File: src/rtl/vote_pkg.sv
// Shared definitions for the vote tally read side: count width, candidate codes, FSM states.
package vote_pkg;

  localparam int unsigned CNT_W_DEFAULT = 7;

  localparam logic [1:0] CAND_NONE = 2'd0;
  localparam logic [1:0] CAND1     = 2'd1;
  localparam logic [1:0] CAND2     = 2'd2;
  localparam logic [1:0] CAND3     = 2'd3;

  typedef enum logic [1:0] {
    StIdle,
    StCmp1,
    StCmp2,
    StShow
  } state_e;

  // Auto-scroll order 1 -> 2 -> 3 -> 1.
  function automatic logic [1:0] next_cand(input logic [1:0] sel);
    logic [1:0] nxt;
    unique case (sel)
      CAND1:   nxt = CAND2;
      CAND2:   nxt = CAND3;
      default: nxt = CAND1;
    endcase
    return nxt;
  endfunction

endpackage

File: src/rtl/vote_result_reader_if.sv
// Bundle of tally inputs, candidate buttons and display outputs for vote_result_reader.
interface vote_result_reader_if #(
  parameter int unsigned CNT_W = vote_pkg::CNT_W_DEFAULT
);

  logic             mode;
  logic             cand1_button_valid;
  logic             cand2_button_valid;
  logic             cand3_button_valid;
  logic [CNT_W-1:0] cand1_vote_recvd;
  logic [CNT_W-1:0] cand2_vote_recvd;
  logic [CNT_W-1:0] cand3_vote_recvd;

  logic             result_valid;
  logic [1:0]       result_sel;
  logic [CNT_W-1:0] result_value;
  logic [1:0]       winner;
  logic             tie;
  logic             busy;

  modport master (
    output mode,
    output cand1_button_valid,
    output cand2_button_valid,
    output cand3_button_valid,
    output cand1_vote_recvd,
    output cand2_vote_recvd,
    output cand3_vote_recvd,
    input  result_valid,
    input  result_sel,
    input  result_value,
    input  winner,
    input  tie,
    input  busy
  );

  modport slave (
    input  mode,
    input  cand1_button_valid,
    input  cand2_button_valid,
    input  cand3_button_valid,
    input  cand1_vote_recvd,
    input  cand2_vote_recvd,
    input  cand3_vote_recvd,
    output result_valid,
    output result_sel,
    output result_value,
    output winner,
    output tie,
    output busy
  );

endinterface

File: src/rtl/vote_dwell_timer.sv
// Auto-scroll dwell timer: pulses step once every DWELL_CYCLES enabled cycles; 0 disables it.
module vote_dwell_timer #(
  parameter int unsigned DWELL_CYCLES = 100_000_000
) (
  input  logic clock,
  input  logic reset,
  input  logic clear,
  input  logic enable,
  output logic step
);

  localparam int unsigned CntW = (DWELL_CYCLES > 0) ? $clog2(DWELL_CYCLES + 1) : 1;
  localparam logic [CntW-1:0] LastCnt = CntW'(DWELL_CYCLES - 1);

  logic [CntW-1:0] cnt_q, cnt_d;

  always_comb begin
    cnt_d = cnt_q;
    step  = 1'b0;
    if (clear) begin
      cnt_d = '0;
    end else if (enable && (DWELL_CYCLES != 0)) begin
      if (cnt_q == LastCnt) begin
        cnt_d = '0;
        step  = 1'b1;
      end else begin
        cnt_d = cnt_q + CntW'(1);
      end
    end
  end

  always_ff @(posedge clock) begin
    if (reset) begin
      cnt_q <= '0;
    end else begin
      cnt_q <= cnt_d;
    end
  end

endmodule

File: src/rtl/vote_result_reader.sv
// Result-mode reader: snapshots the three tallies on mode rise, finds winner/tie in two
// compare cycles, then shows one candidate's count selected by buttons or auto-scroll.
module vote_result_reader #(
  parameter int unsigned CNT_W        = vote_pkg::CNT_W_DEFAULT,
  parameter int unsigned DWELL_CYCLES = 100_000_000
) (
  input logic           clock,
  input logic           reset,
  vote_result_reader_if.slave bus
);

  import vote_pkg::*;

  state_e           state_q, state_d;
  logic             mode_q;
  logic [CNT_W-1:0] snap1_q, snap1_d;
  logic [CNT_W-1:0] snap2_q, snap2_d;
  logic [CNT_W-1:0] snap3_q, snap3_d;
  logic [1:0]       best_q, best_d;
  logic             tie12_q, tie12_d;
  logic [1:0]       winner_q, winner_d;
  logic             tie_q, tie_d;
  logic             busy_q, busy_d;
  logic             valid_q, valid_d;
  logic [1:0]       sel_q, sel_d;
  logic [CNT_W-1:0] value_q, value_d;

  logic             rise, fall;
  logic             btn_any;
  logic [1:0]       btn_sel;
  logic             step;
  logic             timer_clear, timer_en;
  logic [CNT_W-1:0] best_cnt;
  logic [1:0]       cmp_win, cmp_sel;
  logic             cmp_tie;

  function automatic logic [CNT_W-1:0] cnt_of(input logic [1:0]       sel,
                                              input logic [CNT_W-1:0] c1,
                                              input logic [CNT_W-1:0] c2,
                                              input logic [CNT_W-1:0] c3);
    logic [CNT_W-1:0] v;
    unique case (sel)
      CAND1:   v = c1;
      CAND2:   v = c2;
      CAND3:   v = c3;
      default: v = '0;
    endcase
    return v;
  endfunction

  assign rise = bus.mode & ~mode_q;
  assign fall = ~bus.mode & mode_q;

  assign btn_any = bus.cand1_button_valid | bus.cand2_button_valid | bus.cand3_button_valid;
  assign btn_sel = bus.cand1_button_valid ? CAND1 :
                   bus.cand2_button_valid ? CAND2 : CAND3;

  // Dwell count only runs while showing; any button or leaving SHOW restarts it.
  assign timer_en    = (state_q == StShow);
  assign timer_clear = (state_q != StShow) | btn_any | fall;

  vote_dwell_timer #(
    .DWELL_CYCLES(DWELL_CYCLES)
  ) u_dwell_timer (
    .clock (clock),
    .reset (reset),
    .clear (timer_clear),
    .enable(timer_en),
    .step  (step)
  );

  // Second compare stage: running best of c1/c2 against c3, lowest index wins ties.
  always_comb begin
    best_cnt = (best_q == CAND2) ? snap2_q : snap1_q;
    cmp_win  = best_q;
    cmp_tie  = tie12_q;
    if ((snap1_q | snap2_q | snap3_q) == '0) begin
      cmp_win = CAND_NONE;
      cmp_tie = 1'b0;
    end else if (snap3_q > best_cnt) begin
      cmp_win = CAND3;
      cmp_tie = 1'b0;
    end else if (snap3_q == best_cnt) begin
      cmp_tie = 1'b1;
    end
    cmp_sel = (cmp_win == CAND_NONE) ? CAND1 : cmp_win;
  end

  always_comb begin
    state_d  = state_q;
    snap1_d  = snap1_q;
    snap2_d  = snap2_q;
    snap3_d  = snap3_q;
    best_d   = best_q;
    tie12_d  = tie12_q;
    winner_d = winner_q;
    tie_d    = tie_q;
    busy_d   = busy_q;
    valid_d  = valid_q;
    sel_d    = sel_q;
    value_d  = value_q;

    if ((state_q != StIdle) && fall) begin
      state_d  = StIdle;
      winner_d = CAND_NONE;
      tie_d    = 1'b0;
      busy_d   = 1'b0;
      valid_d  = 1'b0;
      sel_d    = CAND_NONE;
      value_d  = '0;
    end else begin
      unique case (state_q)
        StIdle: begin
          if (rise) begin
            snap1_d = bus.cand1_vote_recvd;
            snap2_d = bus.cand2_vote_recvd;
            snap3_d = bus.cand3_vote_recvd;
            busy_d  = 1'b1;
            state_d = StCmp1;
          end
        end
        StCmp1: begin
          best_d  = (snap2_q > snap1_q) ? CAND2 : CAND1;
          tie12_d = (snap1_q == snap2_q);
          state_d = StCmp2;
        end
        StCmp2: begin
          winner_d = cmp_win;
          tie_d    = cmp_tie;
          valid_d  = 1'b1;
          busy_d   = 1'b0;
          sel_d    = cmp_sel;
          value_d  = cnt_of(cmp_sel, snap1_q, snap2_q, snap3_q);
          state_d  = StShow;
        end
        StShow: begin
          if (btn_any) begin
            sel_d   = btn_sel;
            value_d = cnt_of(btn_sel, snap1_q, snap2_q, snap3_q);
          end else if (step) begin
            sel_d   = next_cand(sel_q);
            value_d = cnt_of(next_cand(sel_q), snap1_q, snap2_q, snap3_q);
          end
        end
        default: state_d = StIdle;
      endcase
    end
  end

  always_ff @(posedge clock) begin
    if (reset) begin
      state_q  <= StIdle;
      mode_q   <= 1'b0;
      snap1_q  <= '0;
      snap2_q  <= '0;
      snap3_q  <= '0;
      best_q   <= CAND_NONE;
      tie12_q  <= 1'b0;
      winner_q <= CAND_NONE;
      tie_q    <= 1'b0;
      busy_q   <= 1'b0;
      valid_q  <= 1'b0;
      sel_q    <= CAND_NONE;
      value_q  <= '0;
    end else begin
      state_q  <= state_d;
      mode_q   <= bus.mode;
      snap1_q  <= snap1_d;
      snap2_q  <= snap2_d;
      snap3_q  <= snap3_d;
      best_q   <= best_d;
      tie12_q  <= tie12_d;
      winner_q <= winner_d;
      tie_q    <= tie_d;
      busy_q   <= busy_d;
      valid_q  <= valid_d;
      sel_q    <= sel_d;
      value_q  <= value_d;
    end
  end

  assign bus.result_valid = valid_q;
  assign bus.result_sel   = sel_q;
  assign bus.result_value = value_q;
  assign bus.winner       = winner_q;
  assign bus.tie          = tie_q;
  assign bus.busy         = busy_q;

endmodule

File: src/flat_wrapper.sv
// flat-port wrapper written by rule: the top's interface ports become plain ports
module vote_result_reader_flat import vote_pkg::*;
#(
  parameter int unsigned CNT_W        = vote_pkg::CNT_W_DEFAULT,
  parameter int unsigned DWELL_CYCLES = 100_000_000
)
  (clock, reset, bus_mode, bus_cand1_button_valid, bus_cand2_button_valid, bus_cand3_button_valid, bus_cand1_vote_recvd, bus_cand2_vote_recvd, bus_cand3_vote_recvd, bus_result_valid, bus_result_sel, bus_result_value, bus_winner, bus_tie, bus_busy);
  vote_result_reader_if #(.CNT_W(CNT_W)) bus_i ();
  input logic clock;
  input logic reset;
  input wire logic [$bits(bus_i.mode)-1:0] bus_mode;
  input wire logic [$bits(bus_i.cand1_button_valid)-1:0] bus_cand1_button_valid;
  input wire logic [$bits(bus_i.cand2_button_valid)-1:0] bus_cand2_button_valid;
  input wire logic [$bits(bus_i.cand3_button_valid)-1:0] bus_cand3_button_valid;
  input wire logic [$bits(bus_i.cand1_vote_recvd)-1:0] bus_cand1_vote_recvd;
  input wire logic [$bits(bus_i.cand2_vote_recvd)-1:0] bus_cand2_vote_recvd;
  input wire logic [$bits(bus_i.cand3_vote_recvd)-1:0] bus_cand3_vote_recvd;
  output wire logic [$bits(bus_i.result_valid)-1:0] bus_result_valid;
  output wire logic [$bits(bus_i.result_sel)-1:0] bus_result_sel;
  output wire logic [$bits(bus_i.result_value)-1:0] bus_result_value;
  output wire logic [$bits(bus_i.winner)-1:0] bus_winner;
  output wire logic [$bits(bus_i.tie)-1:0] bus_tie;
  output wire logic [$bits(bus_i.busy)-1:0] bus_busy;
  assign bus_i.mode = bus_mode;
  assign bus_i.cand1_button_valid = bus_cand1_button_valid;
  assign bus_i.cand2_button_valid = bus_cand2_button_valid;
  assign bus_i.cand3_button_valid = bus_cand3_button_valid;
  assign bus_i.cand1_vote_recvd = bus_cand1_vote_recvd;
  assign bus_i.cand2_vote_recvd = bus_cand2_vote_recvd;
  assign bus_i.cand3_vote_recvd = bus_cand3_vote_recvd;
  assign bus_result_valid = bus_i.result_valid;
  assign bus_result_sel = bus_i.result_sel;
  assign bus_result_value = bus_i.result_value;
  assign bus_winner = bus_i.winner;
  assign bus_tie = bus_i.tie;
  assign bus_busy = bus_i.busy;
  vote_result_reader #(.CNT_W(CNT_W), .DWELL_CYCLES(DWELL_CYCLES)) u_core (.clock(clock), .reset(reset), .bus(bus_i));
endmodule
File: config.mk
export PLATFORM = sky130hd
export DESIGN_NAME = vote_result_reader_flat
export DESIGN_NICKNAME = d
export VERILOG_FILES = /design/src/rtl/vote_pkg.sv /design/src/rtl/vote_result_reader_if.sv /design/src/rtl/vote_dwell_timer.sv /design/src/rtl/vote_result_reader.sv /design/src/flat_wrapper.sv
export SDC_FILE = /design/constraint.sdc
export NUM_CORES = 1
export LEC_CHECK = 0
export BUFFER_PORTS_ARGS = -buffer_cell sky130_fd_sc_hd__buf_2
export CAP_MARGIN = 30
export CORE_MARGIN = 2
export CORE_UTILIZATION = 35
export CTS_BUF_LIST = sky130_fd_sc_hd__clkbuf_16
export CTS_CLUSTER_DIAMETER = 120
export DETAILED_ROUTE_END_ITERATION = 10
export PLACE_DENSITY = 0.61
export SLEW_MARGIN = 30
export SYNTH_ARGS = -nofsm -noshare
export SYNTH_HDL_FRONTEND = slang
export SYNTH_SLANG_ARGS = --single-unit
File: constraint.sdc
create_clock -name clock -period 3.6 [get_ports clock]
set_clock_uncertainty 0.05 [all_clocks]
set_input_delay 0.72 -clock clock [delete_from_list [all_inputs] [get_ports clock]]
set_output_delay 0.72 -clock clock [all_outputs]
set_load 0.005 [all_outputs]
==> metrics <==
status finished, final reports clean; largest net degree at the start of global routing 28; die width around 110 microns; wire length on met1 4.45 mm; Routed Wire Length around 10 mm; Syn Std Cell Area 3900 sq um; final worst-path cycle share 0.758; Synth top area share 0.349; # hold bufs at CTS 0; dominant cell type by area after synthesis dfxtp_1; GP Congestion between 0.9 and 1; global route overflow 0; Avg Vias per Cell around 5.4; Clock Root Buffer clkbuf_16; gr usage total 0.181; RSZ-0062 raised after global routing false; num rows 38; FMAX 366 MHz; layout cells sized above 1 0.139; FF-to-FF End u_core.bus.result_value[3]$_SDFFE_PP0P_; minimum clock period 2.73 ns; Total Nets Final between 500 and 600; DR top layer met4; critical path arrival 2.90 ns; IO Pins 41; post-CTS setup repair buffer count 0; Worst-path clk slew 0.06 ns; met2 WL post-DR 4.95 mm; FF-to-FF Start u_core.best_q[1]$_SDFFE_PP0P_; Setup Total Neg Slack 0 ns; placeable core area 10800 sq um; Finished Layout Cells 678; Syn Area/Cell between 7 and 8 sq um; TritonCTS Buffers 9; die height 110 microns; area of the multi-input gates 2360 sq um; placed cells 662; maxcap violations 0; CTS tree done; top_reg_cell synth dfxtp_1; via count 3658; clock sink count 68; Max FO, Critical Path 15; Max clock buf depth 2; worst hold path class reg -> reg; net count after synthesis 550; most used cell, CP a21oi_1; min-delay src u_core.bus.result_value[0]$_SDFFE_PP0P_; hold-critical path depth 2; fill count 1109; post-synthesis async set-or-reset flop share 0; crit path cell chain nor2b_1 > buf_4 > nor2_1 > a21oi_1 > ha_1 > a211o_1 > a21oi_1 > a21oi_1 > buf_4 > a21o_1 > a221oi_1 > o21ai_1; Crit path required time 3.77 ns; leading post-synthesis cells by cell area dfxtp_1, ha_1, nand2_1; antenna-violating nets left 0; relative slew slack 0.482; first-pass GRT wire length 17.0 mm; setup violators final 0; wire per inst 14.9 microns; most common cell in the synthesized netlist nand2_1; crit path kind reg -> reg; synth cell count leaders nand2_1, dfxtp_1, nor2_1, a21oi_1, ha_1; IO Port Bufs 40; Die Area about 12000 sq um; TritonRoute pass-1 iters 4; Worst setup SP type register; Unique masters post-synth 51; CTS resizes 0; Final HPWL DP 7.59 mm; worst reg2reg setup slack 0.87 ns; Critical Path Max Stage Delay 0.39 ns; register area share after synthesis 0.349; Residual DRC 0; Worst-Margin Slew approximately 0.78 ns; pwr dens approximately 670 nW/um^2; Worst-Skew Late Latency 0.33 ns; Initial Utilization 0.360; H-Tree Depth 3; critical path's slowest cell dfxtp_1; WP buf/inv 2; Hold Violations, Final 0; met3 wire len 494 microns; synthesized instance count around 490; register area 1360 sq um; worst vdd ir about 370 uV; worst min-delay path endpoint u_core.bus.result_value[0]$_SDFFE_PP0P_; count of state elements after synthesis 68; pins over their slew limit 0; ANT cells 0; DR iter-0 viols 243; R2R cell count 12; Layout area overhead 19.2%; Post-synth EDFFs 0; vias in the first global route 3493; cell family with the largest share of critical-path delay compound AO/OA/AOI/OAI gates; Syn. warnings 0; P_leak around 1.7 nW; initial antenna violation count 0; Crit. End Element register
## final cells by class
class	count	area share
sequential	68	0.293
clock inverter	7	0.0350
tap	140	0.0377
timing repair buffer	48	0.0560
clock buffer	9	0.0484
multi-input combinational	378	0.508
inverter	28	0.0226
## kinds of logic (layout without fill, tap and decap cells)
family	after synthesis	after routing	synth area share
AO/OA/AOI/OAI	115	115	0.191
XOR/XNOR	23	23	0.0516
adder cells (fa/ha/maj)	30	30	0.0962
buffers and inverters	47	92	0.0462
flip-flops	68	68	0.349
multiplexers	7	7	0.0180
AND/OR/NAND/NOR	203	203	0.248
## placed cells by master (no fill, tap or decap), drive strengths merged, types with 5 or more instances in the layout
master   count
xor2        15
a21oi       52
xnor2        8
dfxtp       68
or2          9
o21ai       13
clkbuf       9
nand4       11
a222oi       7
o2111ai      7
ha          30
mux2i        7
nand3        8
nand2       75
o31ai        9
a221oi       7
nor3        11
inv         28
buf         48
nor2        54
bufinv       5
## report_power, final
part           total, mW  leakage, nW  internal [mW]  switching [mW]
logic               1.03        0.937          0.412           0.616
registers          0.960        0.552          0.846           0.115
clock network       1.15        0.187          0.815           0.330
## stage by stage
stage	utilization	worst slack, ns	power [mW]	hold slack (ns)	area [sq um]
floorplan	-	0.830	1.67	0.396	3900
global placement	0.393	0.957	1.98	0.390	4260
detailed placement	0.393	0.900	2.00	0.394	4260
CTS	0.429	0.878	3.16	0.401	4650
global route	0.429	0.604	3.35	0.418	4650
finish	0.429	0.870	3.13	0.395	4650
## worst min-delay path, delay by kind of cell, from the launching register on
family | cells | cell delay (ns)
DFF | 1 | 0.30
and+or+nand+nor | 1 | 0.05
AOI/OAI and AO/OA | 1 | 0.05
## worst max-delay path by stage
stage | depth (start not counted) | slack [ns] | endpoint | startpoint
5_1_grt | 12 | 0.60 | u_core.bus.result_value[0]$_SDFFE_PP0P_ | u_core.best_q[1]$_SDFFE_PP0P_
3_5_place_dp | 12 | 0.90 | u_core.bus.result_value[0]$_SDFFE_PP0P_ | u_core.best_q[1]$_SDFFE_PP0P_
2_1_floorplan | 12 | 0.83 | u_core.bus.result_value[0]$_SDFFE_PP0P_ | u_core.best_q[1]$_SDFFE_PP0P_
4_1_cts | 12 | 0.88 | u_core.bus.result_value[0]$_SDFFE_PP0P_ | u_core.best_q[1]$_SDFFE_PP0P_
6_report | 12 | 0.87 | u_core.bus.result_value[3]$_SDFFE_PP0P_ | u_core.best_q[1]$_SDFFE_PP0P_
3_3_place_gp | 12 | 0.96 | u_core.bus.result_value[1]$_SDFFE_PP0P_ | u_core.best_q[1]$_SDFFE_PP0P_
## registers in the layout (all words and copies together), names as in the netlist
name / count
u_core.bus.result_value: 7
u_core.best_q: 2
u_core.tie12_q: 1
u_core.snap3_q: 7
u_core.bus.tie: 1
u_core.state_q: 2
u_core.bus.result_valid: 1
u_core.snap1_q: 7
u_core.bus.winner: 2
u_core.snap2_q: 7
u_core.bus.result_sel: 2
u_core.mode_q: 1
u_core.u_dwell_timer.cnt_q: 27
u_core.bus.busy: 1
## routing by layer
| layer | up-vias | GRT usage |
|---|---|---|
| met4 | 0 | 0.0678 |
| li1 | 1828 | - |
| met1 | 1704 | 0.223 |
| met3 | 24 | 0.0421 |
| met2 | 102 | 0.308 |
| met5 | - | 0 |
Power figures use the tool's default switching activity.
